$ cat src/rtl/microwave_controller.sv
// Microwave oven control FSM: sequences the min:sec countdown timer, gates the
// magnetron, reacts to door/start/stop events and produces a completion beep.
module microwave_controller #(
  parameter int unsigned BEEP_CYCLES = 8
) (
  input  logic       clk,
  input  logic       reset,
  input  logic       start,
  input  logic       stop,
  input  logic       door_closed,
  input  logic       key_valid,
  input  logic       timer_zero,
  output logic       timer_enable_n,
  output logic       timer_load_n,
  output logic       timer_clear_n,
  output logic       magnetron_on,
  output logic       done_beep,
  output logic [1:0] state
);

  typedef enum logic [1:0] {
    IDLE  = 2'd0,
    COOK  = 2'd1,
    PAUSE = 2'd2,
    DONE  = 2'd3
  } state_t;

  localparam logic [7:0] BEEP_LAST = 8'(BEEP_CYCLES - 1);

  state_t     state_q, state_d;
  logic [7:0] beep_cnt_q, beep_cnt_d;
  logic       start_q, stop_q;
  logic       start_edge, stop_edge;
  logic       cook_ok;

  // Button edge detection; the history registers reset high so a button held
  // through reset release does not register as a press.
  always_comb begin
    start_edge = start & ~start_q;
    stop_edge  = stop  & ~stop_q;
    cook_ok    = start_edge & door_closed & ~timer_zero;
  end

  // State, beep counter and button history registers.
  always_ff @(posedge clk) begin
    if (reset) begin
      state_q    <= IDLE;
      beep_cnt_q <= '0;
      start_q    <= 1'b1;
      stop_q     <= 1'b1;
    end else begin
      state_q    <= state_d;
      beep_cnt_q <= beep_cnt_d;
      start_q    <= start;
      stop_q     <= stop;
    end
  end

  // Next-state and beep counter logic; counter sits at 0 outside DONE so it
  // starts from 0 on every entry into DONE.
  always_comb begin
    state_d    = state_q;
    beep_cnt_d = '0;
    case (state_q)
      IDLE: begin
        if (cook_ok) state_d = COOK;
      end
      COOK: begin
        if (timer_zero)        state_d = DONE;
        else if (!door_closed) state_d = PAUSE;
        else if (stop_edge)    state_d = PAUSE;
      end
      PAUSE: begin
        if (stop_edge)    state_d = IDLE;
        else if (cook_ok) state_d = COOK;
      end
      DONE: begin
        beep_cnt_d = (beep_cnt_q != '1) ? beep_cnt_q + 8'd1 : beep_cnt_q;
        if ((beep_cnt_q == BEEP_LAST) || stop_edge || !door_closed) state_d = IDLE;
      end
      default: state_d = IDLE;
    endcase
  end

  // Moore outputs decoded from state; timer load/clear are combinational on inputs.
  always_comb begin
    state          = state_q;
    magnetron_on   = (state_q == COOK);
    timer_enable_n = ~(state_q == COOK);
    done_beep      = (state_q == DONE);
    timer_load_n   = ~(key_valid & (state_q == IDLE));
    timer_clear_n  = ~(reset | (stop_edge & ((state_q == IDLE) | (state_q == PAUSE))));
  end

endmodule

$ cat config.mk
export PLATFORM = sky130hd
export DESIGN_NAME = microwave_controller
export DESIGN_NICKNAME = d
export VERILOG_FILES = /design/src/rtl/microwave_controller.sv
export SDC_FILE = /design/constraint.sdc
export NUM_CORES = 1
export LEC_CHECK = 0
export BUFFER_PORTS_ARGS = -buffer_cell sky130_fd_sc_hd__buf_4
export CAP_MARGIN = 20
export CORE_AREA = 2 2 39 41
export CTS_CLUSTER_SIZE = 16
export DETAILED_ROUTE_END_ITERATION = 10
export DIE_AREA = 0 0 41 43
export GPL_TIMING_DRIVEN = 0
export PLACE_DENSITY = 0.7
export SKIP_CTS_REPAIR_TIMING = 1
export SLEW_MARGIN = 25
export SYNTH_ARGS = -nofsm -noshare
export SYNTH_HDL_FRONTEND = slang
export SYNTH_SLANG_ARGS = --single-unit
$ cat constraint.sdc
create_clock -name clk -period 2.2 [get_ports clk]
set_input_delay 0.33 -clock clk [delete_from_list [all_inputs] [get_ports clk]]
set_output_delay 0.33 -clock clk [all_outputs]
set_load 0.02 [all_outputs]
==> results of run 1 <==
## layer usage
metal | track usage (%) | routed length [um] | vias up
li1 | - | - | 293
met1 | 23.1 | 517 | 258
met2 | 25.9 | 636 | 15
met3 | 3.14 | 47 | 4
met4 | 14.0 | 32 | 0
met5 | 0 | 0 | -
## synthesized netlist by cell type, types with 2 or more instances
cell type	instances	area share (%)
and3_1	2	2.0
clkbuf_1	3	1.8
dfxtp_1	12	39
or2_2	2	2.0
a31oi_1	3	3.0
nand2b_1	2	2.0
nor3_1	3	2.4
nor2_1	10	6.0
a311oi_1	3	4.2
inv_1	2	1.2
nand2_1	3	1.8
nand3_1	3	2.4
a21oi_1	6	4.8
nor2b_1	3	3.0
xnor2_1	3	4.2
## critical path, delay by kind of cell (launching register included)
kind                     cells  cell delay [ps]
buffers and inverters        1              260
adder cells (fa/ha/maj)      1              160
AO/OA/AOI/OAI                1              200
AND/OR/NAND/NOR              3              810
flip-flops                   1              390
## power by group
group	internal (mW)	total [mW]	switching, mW
clock network	0.0633	0.132	0.0682
logic	0.0210	0.0387	0.0177
registers	0.220	0.223	0.00271
## placed cells by master (no fill, tap or decap), types with 2 or more instances in the layout
| cell | synthesis | final |
|---|---|---|
| nand2_1 | 3 | 3 |
| nand2b_1 | 2 | 2 |
| nor2b_1 | 3 | 3 |
| or2_2 | 2 | 2 |
| clkbuf_4 | 0 | 3 |
| dfxtp_1 | 12 | 12 |
| nor3_1 | 3 | 3 |
| xnor2_1 | 3 | 3 |
| nand3_1 | 3 | 3 |
| nor2_1 | 10 | 10 |
| a21oi_1 | 6 | 6 |
| buf_4 | 0 | 13 |
| and3_1 | 2 | 2 |
| a311oi_1 | 3 | 3 |
| inv_1 | 2 | 2 |
| a31oi_1 | 3 | 3 |
| clkbuf_1 | 3 | 3 |
## per-stage QoR
stage,utilization (%),hold WS [ps],total power [mW],instance area (um2)
after global placement,53.3,480,0.266,738
after detailed placement,53.3,486,0.267,738
after floorplan,-,434,0.247,621
after global routing,55.0,255,0.409,761
final,55.0,255,0.393,761
after CTS,55.0,248,0.401,761
## cells by family (layout without fill, tap and decap cells)
kind of cell               Yosys count  count (layout)
DFF                                 12              12
xor gates and xnor gates             3               3
buffers and inverters                6              22
muxes                                1               1
and+or+nand+nor                     36              36
adders and majority gates            1               1
AOI/OAI and AO/OA                   14              14
## sequential cells by signal (all words and copies together), names as in the netlist
signal      cells
beep_cnt_q      8
state           2
start_q         1
stop_q          1
## path summary, 6_finish.rpt
kind | start | endpoint | slack, ps | depth (start not counted)
max | beep_cnt_q[0] | state[0] | 280 | 6
max reg2reg | beep_cnt_q[0] | state[0] | 280 | 6
min | start | start_q | 260 | 2
min reg2reg | beep_cnt_q[6] | beep_cnt_q[6] | 500 | 1
## area by class of cell
class / count / share of cell area, %
multi-input cells: 55 / 46.1
flip-flops and latches: 12 / 31.6
repair buffers: 13 / 12.8
clock buffers: 3 / 2.96
plain buffers: 4 / 2.96
well taps: 16 / 2.63
inverters: 2 / 0.987
==> flow_metrics.tcl, run 1 <==
set metrics [dict create \
    max_cap_violations 0 \
    core_area_mm2 0.00138 \
    irDropWorstVdd_uv 282 \
    wirelength_um 1230 \
    synth_simple_gate_area_share_pct 32.3 \
    rows 14 \
    vias 570 \
    synth_seq_area_share_pct 38.7 \
    critical_path_slowest_stage_cell "or4_1" \
    fmaxAchievable_ghz 0.520 \
    synth_top_family_by_area "simple AND/OR/NAND/NOR gates" \
    status "complete, no violations" \
    count_of_nets_after_finishing 99 \
    avgRoutedWirePerCell_um 11.8 \
    cp_cell_sequence "ha_1 > clkbuf_1 > nand2_1 > or4_1 > and2_4 > o21ba_2" \
    diodes_inserted 0 \
    routabilityCongestion 0.724 \
    pre_cts_slack_ps 286 \
    power.density_cell_area_mw_per_mm2 517 \
    gr-total-overflow 0 \
    syn_nets 81 \
    post-route-drc-count 0 \
    path_max_fanout 8 \
    grt_util_all_layers_pct 18.2 \
    synth-compound-area-share_pct 16.3 \
    pin_count 14 \
    power.static_leakage_nw 0.299 \
    number_of_antenna_violations_at_the_first_check_in_global_routing 0 \
    unique_masters_post_synth 28 \
    cp_data_required_time_ps 2370 \
    clk_root_buffer_cell "clkbuf_4" \
    rsz0062_at_grt "no" \
    post_synth_xor_area_fraction_pct 4.23 \
    clk_transition_reported_paths_ps 70 \
    report.final.slew_viol_count 0 \
    dp_hpwl_um 927 \
    timing.critical_path.from_type "flip-flop" \
    fillCellCount 142 \
    max_stage_delay_ps 510 \
    dp_cells 102 \
    clk-insertion-delay-late_ps 270 \
    end_kind "flip-flop" \
    synth_cells 73 \
    worst_clock_skew_ps 4.41 \
    initial_core_util_pct 44.8 \
    muxShareOfSynthArea_pct 1.61 \
    tritoncts "yes" \
    final_antenna_net_count 0 \
    final_layout_size_suffix_gt1_share_pct 24.7 \
    multiInputGateArea_um2 350 \
    timing.final.crit_share_pct 87.4 \
    vias_in_the_first_global_route 511 \
    clock_sink_count 12 \
    wire_length_of_the_first_global_routing_pass_um 2140 \
    asyncSetResetFlopFracSynth_pct 0 \
    dominantRegCellSynth "dfxtp_1" \
    die_y_um 43 \
    postSynthAreaPerCell_um2 8.50 \
    worst_pin_slew_ps 343 \
    via_cell_ratio 5.43 \
    timing.max_slew.rel_slack_pct 76.8 \
    finish.cell_count_without_fillers 105 \
    setup_viol 0 \
    cts_max_path_buffers 2 \
    number_of_flops_mapped_to_enable_cells_by_yosys 0 \
    drt_first_pass_iters 4 \
    timing.hold.worst.class "in2reg" \
    syn_to_final_growth_pct 22.6 \
    min_period_ps 1920 \
    floorplan.die.width_um 41 \
    htree_levels 1 \
    die_area_mm2 0.00176 \
    finalHoldViolCount 0 \
    portBuffers 13 \
    crit_path_dat_ps 2090 \
    netlist_area_um2 621 \
    cts_inserted_buffers 3 \
    ff_latch_area_um2 240 \
    critical_path_class "reg2reg" \
    yosys_warnings 0 \
    synth-seq-cells 12 \
    grt_max_degree 10 \
    synthAdderAreaFrac_pct 2.02 \
    setup_slack_ps 276 \
    setup_tns_ps 0 \
    initialDrtViolationCount 8 \
]
Power figures use the tool's default switching activity.
==> run 2: changes to the inputs <==
CELL_PAD_IN_SITES_DETAIL_PLACEMENT = 2   (was default)
CELL_PAD_IN_SITES_GLOBAL_PLACEMENT = 2   (was default)
CORE_AREA = default   (was 2 2 39 41)
CORE_ASPECT_RATIO = 1.2   (was default)
CORE_MARGIN = 2   (was default)
CORE_UTILIZATION = 29   (was default)
DIE_AREA = default   (was 0 0 41 43)
PLACE_DENSITY = default   (was 0.7)
PLACE_DENSITY_LB_ADDON = 0.1   (was default)
SETUP_SLACK_MARGIN = 0.15   (was default)
==> flow_metrics.tcl, run 2 (synthesized netlist as in run 1, its figures left out) <==
set metrics [dict create \
    setup_viol 0 \
    wire_length_of_the_first_global_routing_pass_um 2810 \
    min_period_ps 1930 \
    count_of_nets_after_finishing 99 \
    timing.max_slew.rel_slack_pct 71.5 \
    grt_util_all_layers_pct 15.9 \
    mostFrequentLayoutCell "buf_4" \
    irDropWorstVdd_uv 201 \
    critical_path_class "reg2reg" \
    rows 18 \
    vias 604 \
    post-route-drc-count 0 \
    max_stage_delay_ps 510 \
    report.final.slew_viol_count 0 \
    final_layout_size_suffix_gt1_share_pct 24.7 \
    end_kind "flip-flop" \
    finish.cell_count_without_fillers 119 \
    cts_max_path_buffers 2 \
    htree_levels 1 \
    pin_count 14 \
    worst_clock_skew_ps 8.44 \
    critical_path_slowest_stage_cell "or4_1" \
    cp_cell_sequence "ha_1 > clkbuf_1 > nand2_1 > or4_1 > and2_4 > o21ba_2" \
    initialDrtViolationCount 2 \
    power_frac_clock_pct 34.7 \
    setup_tns_ps 0 \
    via_cell_ratio 5.08 \
    clk_root_buffer_cell "clkbuf_4" \
    fillCellCount 248 \
    internal_power_mw 0.305 \
    core_area_mm2 0.00205 \
    tritoncts "yes" \
    number_of_antenna_violations_at_the_first_check_in_global_routing 0 \
    clock_sink_count 12 \
    clk_transition_reported_paths_ps 80 \
    final_antenna_net_count 0 \
    avgRoutedWirePerCell_um 13.5 \
    largest-register "beep_cnt_q" \
    wirelength_um 1610 \
    crit_path_dat_ps 2110 \
    most-common-layout-cells "buf_4, dfxtp_1, nor2_1" \
    max_cap_violations 0 \
    portBuffers 13 \
    finalHoldViolCount 0 \
    gr-total-overflow 0 \
    cts_inserted_buffers 3 \
    floorplan.die.width_um 46.2 \
    timing.hold.worst.class "in2reg" \
    diodes_inserted 0 \
    rsz0062_at_grt "no" \
    largest_reg_flops 8 \
    syn_to_final_growth_pct 25.4 \
    share_comb_of_total_power_pct 9.7 \
    power.switching_mw 0.0965 \
    drt_first_pass_iters 2 \
    worst_pin_slew_ps 427 \
    dp_hpwl_um 1220 \
    share_seq_of_total_power_pct 55.6 \
    dp_cells 116 \
    die_area_mm2 0.00253 \
    worst-path-buf-inv 1 \
    grt_max_degree 10 \
    p_sw_share_pct 24.1 \
    status "complete, no violations" \
    timing.final.crit_share_pct 87.7 \
    cp_data_required_time_ps 2380 \
    path_max_fanout 8 \
    initial_core_util_pct 30.3 \
    routabilityCongestion 0.692 \
    timing.critical_path.from_type "flip-flop" \
    clk-insertion-delay-late_ps 280 \
    power.density_cell_area_mw_per_mm2 516 \
    crit_family "simple AND/OR/NAND/NOR gates" \
    fmaxAchievable_ghz 0.518 \
    die_y_um 54.7 \
    power.static_leakage_nw 0.299 \
    vias_in_the_first_global_route 632 \
]
[run 2: cell counts in the layout (fill, tap and decap cells not counted)]
No cell type changed its count.
[run 2: layer usage]
| layer | vias to the layer above | GRT usage (%) | wire length (um) |
|---|---|---|---|
| met5 | - | 0 | 0 |
| met4 | 0 | 10.0 | 50 |
| met3 | 5 | 2.31 | 72 |
| met2 | 15 | 28.9 | 819 |
| met1 | 291 | 16.5 | 666 |
| li1 | 293 | - | - |
[run 2: final timing paths]
path                       from       endpoint  slack, ps  cells past startpoint
setup / recovery  beep_cnt_q[0]       state[0]        270                      6
hold / removal            start        start_q        250                      2
setup reg to reg  beep_cnt_q[0]       state[0]        270                      6
hold reg to reg   beep_cnt_q[6]  beep_cnt_q[6]        520                      1
[run 2: metrics by stage]
stage | instance area [um2] | utilization [%] | worst slack [ps] | power [mW] | hold slack, ps
2_1_floorplan | 621 | - | 376 | 0.247 | 434
6_report | 778 | 38.0 | 271 | 0.401 | 250
4_1_cts | 778 | 38.0 | 255 | 0.410 | 246
5_1_grt | 778 | 38.0 | 177 | 0.420 | 253
3_5_place_dp | 756 | 36.9 | 259 | 0.268 | 501
3_3_place_gp | 756 | 36.9 | 246 | 0.267 | 490
[run 2: area by class of cell]
type                    instances  area, um2  area share, %
multi-input cells              55        350           45.0
inverters                       2       7.51          0.965
clock buffers                   3       22.5           2.89
well taps                      30       37.5           4.82
repair buffers                 13       97.6           12.5
flip-flops and latches         12        240           30.9
plain buffers                   4       22.5           2.89
[run 2: power by group through the flow]
| stage | Sequential (mW) | Combinational [mW] | Clock (mW) |
|---|---|---|---|
| 2_1_floorplan | 0.229 | 0.0181 | 0 |
| 3_3_place_gp | 0.228 | 0.0388 | 0 |
| 6_report | 0.223 | 0.0390 | 0.139 |
| 4_1_cts | 0.223 | 0.0397 | 0.147 |
| 5_1_grt | 0.224 | 0.0427 | 0.153 |
| 3_5_place_dp | 0.228 | 0.0396 | 0 |
[run 2: worst reg2reg max path, delay by kind of cell, from the launching register on]
| family | cells | cell delay (ps) |
|---|---|---|
| buffers and inverters | 1 | 270 |
| AND/OR/NAND/NOR | 3 | 820 |
| flip-flops | 1 | 380 |
| AO/OA/AOI/OAI | 1 | 200 |
| adder cells (fa/ha/maj) | 1 | 160 |
==> run 3: changes to the inputs <==
CORE_UTILIZATION = 31   (was 29)
clock period = 2.4 ns   (was 2.2 ns; I/O delays follow)
==> flow_metrics.tcl, run 3 (synthesized netlist as in run 1, its figures left out) <==
set metrics [dict create \
    rsz0062_at_grt "no" \
    layout.core_utilization_pct 40.8 \
    portBuffers 13 \
    report.final.slew_viol_count 0 \
    pin_count 14 \
    worst-r2r-cell-count 6 \
    worst_clock_skew_ps 7.68 \
    path_max_fanout 8 \
    setup_viol 0 \
    power.density_cell_area_mw_per_mm2 482 \
    htree_levels 1 \
    clock_sink_count 12 \
    dp_cells 105 \
    core_area_mm2 0.00187 \
    worst_pin_slew_ps 393 \
    gr-total-overflow 0 \
    syn_to_final_growth_pct 23.2 \
    power.switching_mw 0.0890 \
    top_layer "met4" \
    cts_inserted_buffers 3 \
    diodes_inserted 0 \
    timing.final.crit_share_pct 83.9 \
    dp_hpwl_um 1210 \
    cp_data_required_time_ps 2580 \
    end_kind "flip-flop" \
    internal_power_mw 0.279 \
    regToRegEndpoint "state[0]" \
    die_y_um 53.0 \
    mostFrequentLayoutCell "buf_4" \
    holdCritStartpoint "start" \
    timing.critical_path.from_type "flip-flop" \
    initial_core_util_pct 33.2 \
    final_antenna_net_count 0 \
    wire_length_of_the_first_global_routing_pass_um 2780 \
    count_of_nets_after_finishing 99 \
    timing.hold.worst.class "in2reg" \
    max_cap_violations 0 \
    tritoncts "yes" \
    fmaxAchievable_ghz 0.496 \
    regToRegSetupSlack_ps 390 \
    post-route-drc-count 0 \
    most-common-layout-cells "buf_4, dfxtp_1, nor2_1" \
    grt_max_degree 10 \
    power_frac_clock_pct 34.7 \
    via_cell_ratio 5.49 \
    avgRoutedWirePerCell_um 14.8 \
    die_area_mm2 0.00238 \
    m1WireLength_um 676 \
    largest-register "beep_cnt_q" \
    crit-reg2reg-launch "beep_cnt_q[0]" \
    irDropWorstVdd_uv 199 \
    drt_first_pass_iters 3 \
    clk-insertion-delay-late_ps 280 \
    dr_wl_met2_um 780 \
    initialDrtViolationCount 3 \
    number_of_antenna_violations_at_the_first_check_in_global_routing 0 \
    critical_path_class "reg2reg" \
    cts_max_path_buffers 2 \
    final_layout_size_suffix_gt1_share_pct 24.7 \
    grt_util_all_layers_pct 16.9 \
    finalHoldViolCount 0 \
    routabilityCongestion 0.756 \
    met3WireLength_um 82 \
    holdPathStages 2 \
    min_period_ps 2010 \
    hold_path_end "start_q" \
    wirelength_um 1590 \
    vias 593 \
    fillCellCount 230 \
    clk_root_buffer_cell "clkbuf_4" \
    status "complete, no violations" \
    p_sw_share_pct 24.2 \
    power.static_leakage_nw 0.299 \
    largest_reg_flops 8 \
    crit_path_dat_ps 2190 \
    rows 17 \
    share_seq_of_total_power_pct 55.6 \
    vias_in_the_first_global_route 600 \
    total_power_mw 0.368 \
    finish.cell_count_without_fillers 108 \
    floorplan.die.width_um 44.8 \
    setup_tns_ps 0 \
    clk_transition_reported_paths_ps 80 \
    share_comb_of_total_power_pct 9.7 \
    finalHoldWorstSlack_ps 275 \
    timing.max_slew.rel_slack_pct 73.4 \
]
run 3: cell counts in the layout (fill, tap and decap cells not counted):
No cell type changed its count.
run 3: stage by stage:
stage / setup WS (ps) / instance area [um2]
after detailed placement: 384 / 742
after global routing: 243 / 764
after floorplan: 576 / 621
after global placement: 447 / 742
after CTS: 370 / 764
final: 386 / 764
run 3: layout make-up:
type                       instances  area, um2  share of cell area (%)
buffer                             4       22.5                    2.95
tap                               19       23.8                    3.11
clock buffer                       3       22.5                    2.95
multi-input combinational         55        350                    45.8
sequential                        12        240                    31.4
timing repair buffer              13       97.6                    12.8
inverter                           2       7.51                   0.982
run 3: worst max path at each step:
stage / startpoint / end / slack (ps)
global placement: beep_cnt_q[0] / state[0] / 450
detailed placement: beep_cnt_q[0] / state[0] / 380
CTS: beep_cnt_q[0] / state[0] / 370
floorplan: state[1] / state[0] / 580
finish: beep_cnt_q[0] / state[0] / 390
global route: beep_cnt_q[0] / state[0] / 240
run 3: worst max-delay path, stage by stage, from the launching register on:
cell,delay (ps)
dfxtp_1,390
ha_1,160
clkbuf_1,320
nand2_1,150
or4_1,520
and2_4,170
o21ba_2,200
run 3: metal layers:
metal  track usage (%)  up-vias
li1                  -      292
met3              3.41        4
met2              27.1       14
met5                 0        -
met4              13.2        0
met1              19.2      283
run 3: power by group through the flow:
stage	Sequential (mW)	Clock, mW	Combinational (mW)
after detailed placement	0.210	0	0.0365
after global routing	0.205	0.144	0.0392
after floorplan	0.210	0	0.0166
final	0.205	0.128	0.0357
after global placement	0.209	0	0.0357
after CTS	0.205	0.136	0.0365
